### src/rtl/fifo_wr_arbiter.sv
// fifo_wr_arbiter: round-robin sharing of one FIFO write port between producers A and B, bursts of up to BURST_MAX beats.
// Latency: grant 1 cycle after valid while idle; zero-bubble handover at burst end; ready/wr_en are combinational.
// Backpressure: fifo_full combinationally drops the owner's ready and wr_en; grant, beat count and totals hold while full.
module fifo_wr_arbiter #(
  parameter int DATA_W    = 8,
  parameter int BURST_MAX = 4
) (
  input  logic              clk,
  input  logic              rst,
  input  logic              a_valid,
  input  logic [DATA_W-1:0] a_data,
  output logic              a_ready,
  input  logic              b_valid,
  input  logic [DATA_W-1:0] b_data,
  output logic              b_ready,
  input  logic              fifo_full,
  output logic              fifo_wr_en,
  output logic [DATA_W-1:0] fifo_wr_data,
  output logic [1:0]        grant,
  output logic [15:0]       beats_a,
  output logic [15:0]       beats_b
);

  // State encoding doubles as the one-hot grant vector.
  typedef enum logic [1:0] {
    IDLE  = 2'b00,
    OWN_A = 2'b01,
    OWN_B = 2'b10
  } state_t;

  localparam logic [3:0] CNT_LAST = 4'(BURST_MAX - 1);

  state_t      state_q, state_d;
  logic [3:0]  beat_cnt_q, beat_cnt_d;
  logic        last_q, last_d;          // last released owner: 0 = A, 1 = B
  logic [15:0] beats_a_q, beats_a_d;
  logic [15:0] beats_b_q, beats_b_d;

  logic own_a, own_b;
  logic xfer_a, xfer_b;

  // Handshake and write-port outputs, decoded straight from the owner and fifo_full.
  always_comb begin
    own_a        = (state_q == OWN_A);
    own_b        = (state_q == OWN_B);
    a_ready      = own_a & ~fifo_full;
    b_ready      = own_b & ~fifo_full;
    xfer_a       = a_ready & a_valid;
    xfer_b       = b_ready & b_valid;
    fifo_wr_en   = xfer_a | xfer_b;
    fifo_wr_data = own_a ? a_data : (own_b ? b_data : '0);
    grant        = state_q;
    beats_a      = beats_a_q;
    beats_b      = beats_b_q;
  end

  // Next owner, burst position and accepted-beat totals.
  always_comb begin
    state_d    = state_q;
    beat_cnt_d = beat_cnt_q;
    last_d     = last_q;
    beats_a_d  = beats_a_q + {15'd0, xfer_a};
    beats_b_d  = beats_b_q + {15'd0, xfer_b};
    case (state_q)
      IDLE: begin
        beat_cnt_d = '0;
        if (a_valid && b_valid) state_d = last_q ? OWN_A : OWN_B;
        else if (a_valid)       state_d = OWN_A;
        else if (b_valid)       state_d = OWN_B;
      end
      OWN_A: begin
        if (!a_valid || (xfer_a && beat_cnt_q == CNT_LAST)) begin
          // Release: the other side has priority; a still-valid owner is
          // re-granted only after a full burst (a_valid is low on a drop).
          last_d     = 1'b0;
          beat_cnt_d = '0;
          if (b_valid)      state_d = OWN_B;
          else if (a_valid) state_d = OWN_A;
          else              state_d = IDLE;
        end else if (xfer_a) begin
          beat_cnt_d = beat_cnt_q + 4'd1;
        end
      end
      OWN_B: begin
        if (!b_valid || (xfer_b && beat_cnt_q == CNT_LAST)) begin
          last_d     = 1'b1;
          beat_cnt_d = '0;
          if (a_valid)      state_d = OWN_A;
          else if (b_valid) state_d = OWN_B;
          else              state_d = IDLE;
        end else if (xfer_b) begin
          beat_cnt_d = beat_cnt_q + 4'd1;
        end
      end
      default: state_d = IDLE;
    endcase
  end

  // State register; reset leaves B as last owner so A wins the first tie.
  always_ff @(posedge clk) begin
    if (rst) begin
      state_q    <= IDLE;
      beat_cnt_q <= '0;
      last_q     <= 1'b1;
      beats_a_q  <= '0;
      beats_b_q  <= '0;
    end else begin
      state_q    <= state_d;
      beat_cnt_q <= beat_cnt_d;
      last_q     <= last_d;
      beats_a_q  <= beats_a_d;
      beats_b_q  <= beats_b_d;
    end
  end

endmodule

### config.mk
export PLATFORM = sky130hd
export DESIGN_NAME = fifo_wr_arbiter
export DESIGN_NICKNAME = d
export VERILOG_FILES = /design/src/rtl/fifo_wr_arbiter.sv
export SDC_FILE = /design/constraint.sdc
export NUM_CORES = 1
export LEC_CHECK = 0
export BUFFER_PORTS_ARGS = -buffer_cell sky130_fd_sc_hd__buf_4
export CORE_ASPECT_RATIO = 2
export CORE_MARGIN = 4
export CORE_UTILIZATION = 45
export CTS_CLUSTER_SIZE = 28
export DETAILED_ROUTE_END_ITERATION = 16
export PLACE_DENSITY = 0.75
export SLEW_MARGIN = 20
export SYNTH_ARGS = -nofsm -noshare
export SYNTH_HDL_FRONTEND = slang
export SYNTH_SLANG_ARGS = --single-unit
### constraint.sdc
create_clock -name clk -period 2.15 [get_ports clk]
set_input_delay 0.215 -clock clk [delete_from_list [all_inputs] [get_ports clk]]
set_output_delay 0.215 -clock clk [all_outputs]
set_load 0.05 [all_outputs]
==> flow_metrics.py, run 1 <==
metrics = {
    "sta": {
        "worstMarginPinSlew_ns": 0.395,
        "fin_skew_ns": 0.0120,
        "min_period_ns": 2.04,
        "period_share_pct": 94.9,
        "fin_ws_ns": 0.109,
        "setup_viol": 0,
        "drv_slew": 0,
        "grt_setup_unrepaired": "true",
        "max_slew_margin_pct": 73.6,
        "max_freq_mhz": 490,
        "hold_viol": 0,
    },
    "cells_and_area": {
        "antennaDiodeCount": 0,
        "areaGrowthSynthToFinish_pct": 39.8,
        "nets": 319,
        "drive_above_1_share_pct": 32.1,
        "final_cell_mix": "buf_4, dfxtp_1, nor2_1, xnor2_1, nand3_1",
        "final_common_cell": "buf_4",
    },
    "die": {
        "die_w_um": 54.5,
        "num_rows": 33,
        "ios": 66,
        "initial_core_util_pct": 47.0,
        "die_area_sq_um": 5490,
        "die_h_um": 101,
        "core_area_sq_um": 4130,
    },
    "run": {
        "maxCapViolations": 0,
    },
    "clock_network": {
        "cts_tree": "built",
        "cts-resized-gates": 0,
        "clockBufferDepth": 2,
        "cts_sinks": 39,
        "insertion_delay_ns": 0.29,
        "clkTransAtPathRegs_ns": 0.08,
        "ctsHtreeMaxLevel": 2,
        "cts_root_buffer": "clkbuf_8",
        "cts_made_buffers": 5,
    },
    "worst_setup_path": {
        "startpoint_type": "flip-flop",
        "worstSetupPathType": "flip-flop to flip-flop",
        "worstPathRequired_ns": 2.32,
        "crit_path_end_kind": "flip-flop",
        "crit_arrival_ns": 2.21,
        "path_max_fanout": 7,
    },
    "route": {
        "ant_nets": 0,
        "drt-wirelength-per-cell_um": 13.5,
        "wl_um": 4620,
        "drtIter0Drc": 23,
        "drt_pre_antenna_iters": 4,
        "drt_drc_violations_left": 0,
        "vias": 1842,
        "vias_per_cell": 5.39,
    },
    "synthesis": {
        "synth.avg_cell_area_sq_um": 8.79,
        "synth_cell_type_count": 35,
        "synth_area_sq_um": 1940,
        "async_reset_ff_share_pct": 0,
        "synth-seq-cells": 39,
        "yosysSeqAreaShare_pct": 40.2,
        "syn_nets": 251,
        "yosys_warnings": 0,
        "synth_edf_count": 0,
        "ys.flop_type": "dfxtp_1",
        "synthCells": 221,
    },
    "grt": {
        "antenna_found_initial": 0,
        "grt_max_degree": 40,
        "grt_util_all_layers_pct": 18.7,
        "grt_first_pass_wirelength_um": 7710,
        "grt_overflow": 0,
        "grt_pass1_vias": 1821,
    },
    "outcome": {
        "status": "finished clean",
    },
    "pwr": {
        "finalPower_mw": 2.02,
        "pwr_density_cell_nw_per_um2": 744,
        "irDropWorstVdd_mv": 0.601,
        "leakage_nw": 1.13,
    },
    "placed_design": {
        "numPortBuffers": 65,
        "dpl.hpwl_um": 3500,
        "gp_routability_congestion": 0.829,
        "dp_slack_ns": 0.145,
    },
    "worst_hold_path": {
        "hold_class": "input port to flip-flop",
    },
}
==> report_power, final <==
part           leakage, nW  internal, mW  switching, mW
registers            0.316         0.745         0.0237
clock network       0.0636         0.417          0.259
logic                0.755         0.216          0.359
total                 1.13          1.38          0.642
==> per-stage QoR <==
step | setup TNS [ns] | cell area (sq um) | hold WS (ns) | utilization, % | std cells
after detailed placement | 0 | 2590 | 0.476 | 62.7 | 334
after CTS | 0 | 2720 | 0.253 | 65.8 | 342
final | 0 | 2720 | 0.256 | 65.8 | 342
after global routing | -0.0759 | 2720 | 0.277 | 65.8 | 342
after floorplan | -0.0825 | 2050 | 0.368 | - | 221
after global placement | 0 | 2590 | 0.468 | 62.7 | 334
==> cells in the mapped netlist, types with 2 or more instances <==
cell type	count	area [sq um]
and2b_1	2	15.0
ha_1	9	113
nand2b_1	2	12.5
o31ai_1	2	15.0
nor2_1	34	128
nand3_1	12	60.1
a2bb2oi_1	2	17.5
o21ai_0	2	10.0
xor2_1	8	70.1
a22o_1	10	87.6
and3_1	4	25.0
and4_1	2	17.5
nor4_1	6	37.5
a21o_1	2	15.0
inv_1	7	26.3
dfxtp_1	39	781
nand4_1	9	56.3
clkbuf_1	6	22.5
nor3_1	5	25.0
nand2_1	10	37.5
xnor2_1	18	158
and2_1	3	18.8
a21oi_1	9	45.0
nor2b_1	6	37.5
or4_1	2	15.0
==> final cells by class <==
type / count / area (sq um)
Fill cell: 374 / 1410
Multi-Input combinational cell: 169 / 1200
Sequential cell: 39 / 788
Timing Repair Buffer: 67 / 503
Clock buffer: 7 / 97.6
Tap cell: 52 / 65.1
Clock inverter: 1 / 30.0
Inverter: 7 / 28.8
==> state kept, by name, summed over array words and instances (netlist names) <==
register and count:
grant 2, beats_a 16, beats_b 16, beat_cnt_q 4, last_q 1
==> routing by layer <==
| metal | up-vias | wire [um] | global-route usage [%] |
|---|---|---|---|
| li1 | 918 | - | - |
| met1 | 850 | 1630 | 18.6 |
| met2 | 66 | 2560 | 33.7 |
| met3 | 8 | 298 | 3.11 |
| met4 | 0 | 122 | 10.9 |
| met5 | - | 0 | 0 |
==> cells by family (layout without fill, tap and decap cells) <==
| family | after synthesis | after routing | share of synthesized area [%] |
|---|---|---|---|
| fa+ha+maj | 9 | 9 | 5.80 |
| buf+inv | 13 | 82 | 2.51 |
| flops | 39 | 39 | 40.2 |
| xor+xnor | 26 | 26 | 11.7 |
| simple gates | 100 | 100 | 26.4 |
| mux | 1 | 1 | 0.515 |
| compound gates | 33 | 33 | 12.8 |
==> final timing paths <==
path	start	end	slack [ns]	cells past startpoint
min reg2reg	beats_a[15]$_SDFF_PP0_	beats_a[15]$_SDFF_PP0_	0.50	2
min	a_valid	grant[0]$_SDFFE_PP0P_	0.26	3
max reg2reg	grant[0]$_SDFFE_PP0P_	beats_b[14]$_SDFF_PP0_	0.11	10
max	grant[0]$_SDFFE_PP0P_	beats_b[14]$_SDFF_PP0_	0.11	10
==> repair_timing <==
action                                  in CTS  in global routing
setup buffers                                0                  0
hold buffers                                 0                  0
endpoints found under the setup margin       0                  2
==> worst max-delay path, cell delays in order, from the launching register on <==
cell	delay (ns)
dfxtp_4	0.37
inv_1	0.08
ha_2	0.24
and2b_4	0.16
and2_1	0.12
ha_1	0.18
ha_2	0.22
inv_1	0.10
nor4_2	0.24
xnor2_1	0.16
nor2_1	0.05
Note: power is estimated with default switching activity, not from simulation.
==> inputs of run 2 (changes only) <==
--- a/config.mk
+++ b/config.mk
@@ -5,10 +5,11 @@
 export SDC_FILE = /design/constraint.sdc
 export NUM_CORES = 1
 export LEC_CHECK = 0
+export ABC_AREA = 1
 export BUFFER_PORTS_ARGS = -buffer_cell sky130_fd_sc_hd__buf_4
 export CORE_ASPECT_RATIO = 2
 export CORE_MARGIN = 4
-export CORE_UTILIZATION = 45
+export CORE_UTILIZATION = 47
 export CTS_CLUSTER_SIZE = 28
 export DETAILED_ROUTE_END_ITERATION = 16
 export PLACE_DENSITY = 0.75
==> run 2 against run 1 <==
  * Clock skew fell by 0.010 ns
  * Critical path depth is 1 higher
  * Global-route usage increased by 1.1 points
  * Utilization fell by 3.3 points
  * Design area grew 6.8%
  * Sequential share of layout area is 2.0 points lower
  * Combinational power increased by 35%
  * Total power is 0.64% higher
  * Clock power shrank 30%
  * Largest cell class unchanged
  * Highest routed layer unchanged
==> flow_metrics.py, run 2 <==
metrics = {
    "worst_setup_path": {
        "cp_top_family": "simple AND/OR/NAND/NOR gates",
        "worstPathRequired_ns": 2.33,
        "crit_end": "beats_b[12]$_SDFF_PP0_",
        "reg2reg_slack_ns": 0.21,
        "cpPeakStageDelay_ns": 0.34,
        "cp.depth": 11,
        "crit_path_end_kind": "flip-flop",
        "worstSetupPathType": "flip-flop to flip-flop",
        "path_max_fanout": 5,
        "startpoint_type": "flip-flop",
        "worstReg2RegStart": "grant[0]$_SDFFE_PP0P_",
        "cp_common_cell": "ha_1",
        "crit_arrival_ns": 2.12,
        "cpMaxStageDelayCell": "dfxtp_2",
        "reg2reg_depth": 11,
        "cp-startpoint": "grant[0]$_SDFFE_PP0P_",
        "crit_buf_inv": 1,
        "path_cells": "inv_1 -> ha_1 -> nand2_1 -> nor2_1 -> ha_1 -> ha_1 -> nand2_1 -> nor2_4 -> nand3_1 -> o21ai_1 -> nor2_1",
        "r2r-end": "beats_b[12]$_SDFF_PP0_",
    },
    "synthesis": {
        "synth_top_area_share_pct": 34.4,
        "yosysSeqAreaShare_pct": 34.4,
        "synth_top_area_cell": "dfxtp_1",
        "async_reset_ff_share_pct": 0,
        "synth_edf_count": 0,
        "syn_nets": 393,
        "synth-seq-cells": 39,
        "yosys-top-cells-area": "dfxtp_1, nand2_1, inv_1",
        "yosys_warnings": 0,
        "synth_area_sq_um": 2270,
        "synth.top_cells.by_count": "nand2_1, inv_1, nor2_1",
        "synth_cell_type_count": 23,
        "synthCells": 363,
        "yosysMostFrequentCell": "nand2_1",
        "synth.avg_cell_area_sq_um": 6.25,
        "ys.flop_type": "dfxtp_1",
    },
    "placed_design": {
        "dpl-instance-area_sq_um": 2810,
        "gp_routability_congestion": 0.840,
        "dpl.hpwl_um": 4510,
        "numPortBuffers": 65,
    },
    "sta": {
        "tns_ns": 0,
        "grt_setup_unrepaired": "false",
        "max_slew_margin_pct": 70.5,
        "period_share_pct": 90.4,
        "max_freq_mhz": 515,
        "setup_viol": 0,
        "hold_viol": 0,
        "worstMarginPinSlew_ns": 0.442,
        "min_period_ns": 1.94,
        "drv_slew": 0,
        "fin_skew_ns": 0.00188,
    },
    "cells_and_area": {
        "fin_util_pct": 62.5,
        "final_cell_mix": "nand2_1, buf_4, inv_1, nor2_1, dfxtp_1",
        "drive_above_1_share_pct": 20.0,
        "fin_area_sq_um": 2900,
        "fillers": 483,
        "antennaDiodeCount": 0,
        "areaGrowthSynthToFinish_pct": 27.9,
        "final_common_cell": "nand2_1",
        "nets": 460,
    },
    "die": {
        "num_rows": 35,
        "initial_core_util_pct": 48.9,
        "ios": 66,
        "die_h_um": 106,
        "die_area_sq_um": 6070,
        "die_w_um": 57.1,
        "core_area_sq_um": 4640,
    },
    "clock_network": {
        "clockBufferDepth": 2,
        "cts_sinks": 39,
        "cts_made_buffers": 5,
        "ctsHtreeMaxLevel": 2,
        "cts_root_buffer": "clkbuf_8",
        "hold_buffers": 0,
        "insertion_delay_ns": 0.28,
        "clkTransAtPathRegs_ns": 0.07,
        "cts_tree": "built",
    },
    "grt": {
        "grt_first_pass_wirelength_um": 9810,
        "antenna_found_initial": 0,
        "grt_overflow": 0,
        "grt_max_degree": 26,
        "grt_pass1_vias": 2364,
        "grt_util_all_layers_pct": 19.8,
    },
    "worst_hold_path": {
        "hold_class": "input port to flip-flop",
    },
    "outcome": {
        "status": "finished clean",
    },
    "route": {
        "drtIter0Drc": 55,
        "drt_drc_violations_left": 0,
        "vias_per_cell": 5.01,
        "ant_nets": 0,
        "drt-wirelength-per-cell_um": 11.5,
        "drt_pre_antenna_iters": 4,
        "wl_um": 5600,
        "vias": 2437,
    },
    "pwr": {
        "irDropWorstVdd_mv": 0.583,
        "pwr_density_cell_nw_per_um2": 701,
        "leakage_nw": 1.44,
    },
    "run": {
        "maxCapViolations": 0,
    },
}
run 2: cell count changes in the layout (fill, tap and decap cells not counted), sizes merged, moves of 4 or more:
cell and delta:
nand4 -5, a21oi +14, a22o -10, nand3 +19
xnor2 -17, inv +51, nor4 -6, xor2 -5
nand2 +103, nor2b -6, o21ai +6, and3 -4
nor2 +22
run 2: logic make-up (layout without fill, tap and decap cells):
group / Yosys count / after routing / synth area share (%)
simple gates: 212 / 212 / 40.4
buf+inv: 66 / 134 / 11.1
flops: 39 / 39 / 34.4
compound gates: 33 / 33 / 7.50
fa+ha+maj: 9 / 9 / 4.96
xor+xnor: 4 / 4 / 1.54
run 2: final cells by class:
class	instances	area [sq um]	share of cell area (%)
inverters	59	221	7.64
flip-flops and latches	39	783	27.0
clock inverters	1	5.00	0.173
repair buffers	67	503	17.3
multi-input cells	258	1240	42.8
well taps	55	68.8	2.37
clock buffers	7	76.3	2.63
run 2: metal layers:
metal	vias to the layer above	wire length, um	global-route usage [%]	share of wire (%)
met4	0	114	9.12	2.0
met2	69	3200	38.2	57
met3	10	273	3.04	4.9
met1	1102	2010	19.5	36
met5	-	0	0	0
li1	1256	-	-	-
run 2: worst min-delay path by stage:
stage	startpoint	end	slack (ns)	cells past startpoint
3_3_place_gp	beats_a[15]$_SDFF_PP0_	beats_a[15]$_SDFF_PP0_	0.46	2
6_report	rst	beats_a[0]$_SDFF_PP0_	0.29	2
2_1_floorplan	last_q$_SDFFE_PP1P_	last_q$_SDFFE_PP1P_	0.44	2
4_1_cts	rst	beats_a[0]$_SDFF_PP0_	0.29	2
3_5_place_dp	beats_a[15]$_SDFF_PP0_	beats_a[15]$_SDFF_PP0_	0.47	2
5_1_grt	rst	beats_b[1]$_SDFF_PP0_	0.31	2
run 2: what timing repair did:
| action | 4_1_cts | 5_1_grt |
|---|---|---|
| resized for setup | 0 | 2 |
| setup buffers | 0 | 0 |
| endpoints found under the setup margin | 0 | 1 |
run 2: power breakdown:
part           internal, mW  total (mW)  switching, mW
clock network         0.228       0.471          0.244
logic                 0.240       0.779          0.538
registers             0.754       0.783         0.0288
total                  1.22        2.03          0.811
run 2: worst register-to-register path, stage by stage (launching register included):
cell and delay [ns]:
dfxtp_2 0.34, inv_1 0.09, ha_1 0.18, nand2_1 0.09, nor2_1 0.11, ha_1 0.20, ha_1 0.21, nand2_1 0.11
nor2_4 0.15, nand3_1 0.14, o21ai_1 0.16, nor2_1 0.06
run 2: through the flow:
stage	worst slack [ns]	instances	power [mW]	hold slack, ns
floorplan	0.159	363	1.34	0.440
global placement	0.337	478	1.57	0.464
detailed placement	0.196	478	1.58	0.473
CTS	0.161	486	2.05	0.293
global route	0.0148	486	2.16	0.313
finish	0.207	486	2.03	0.291
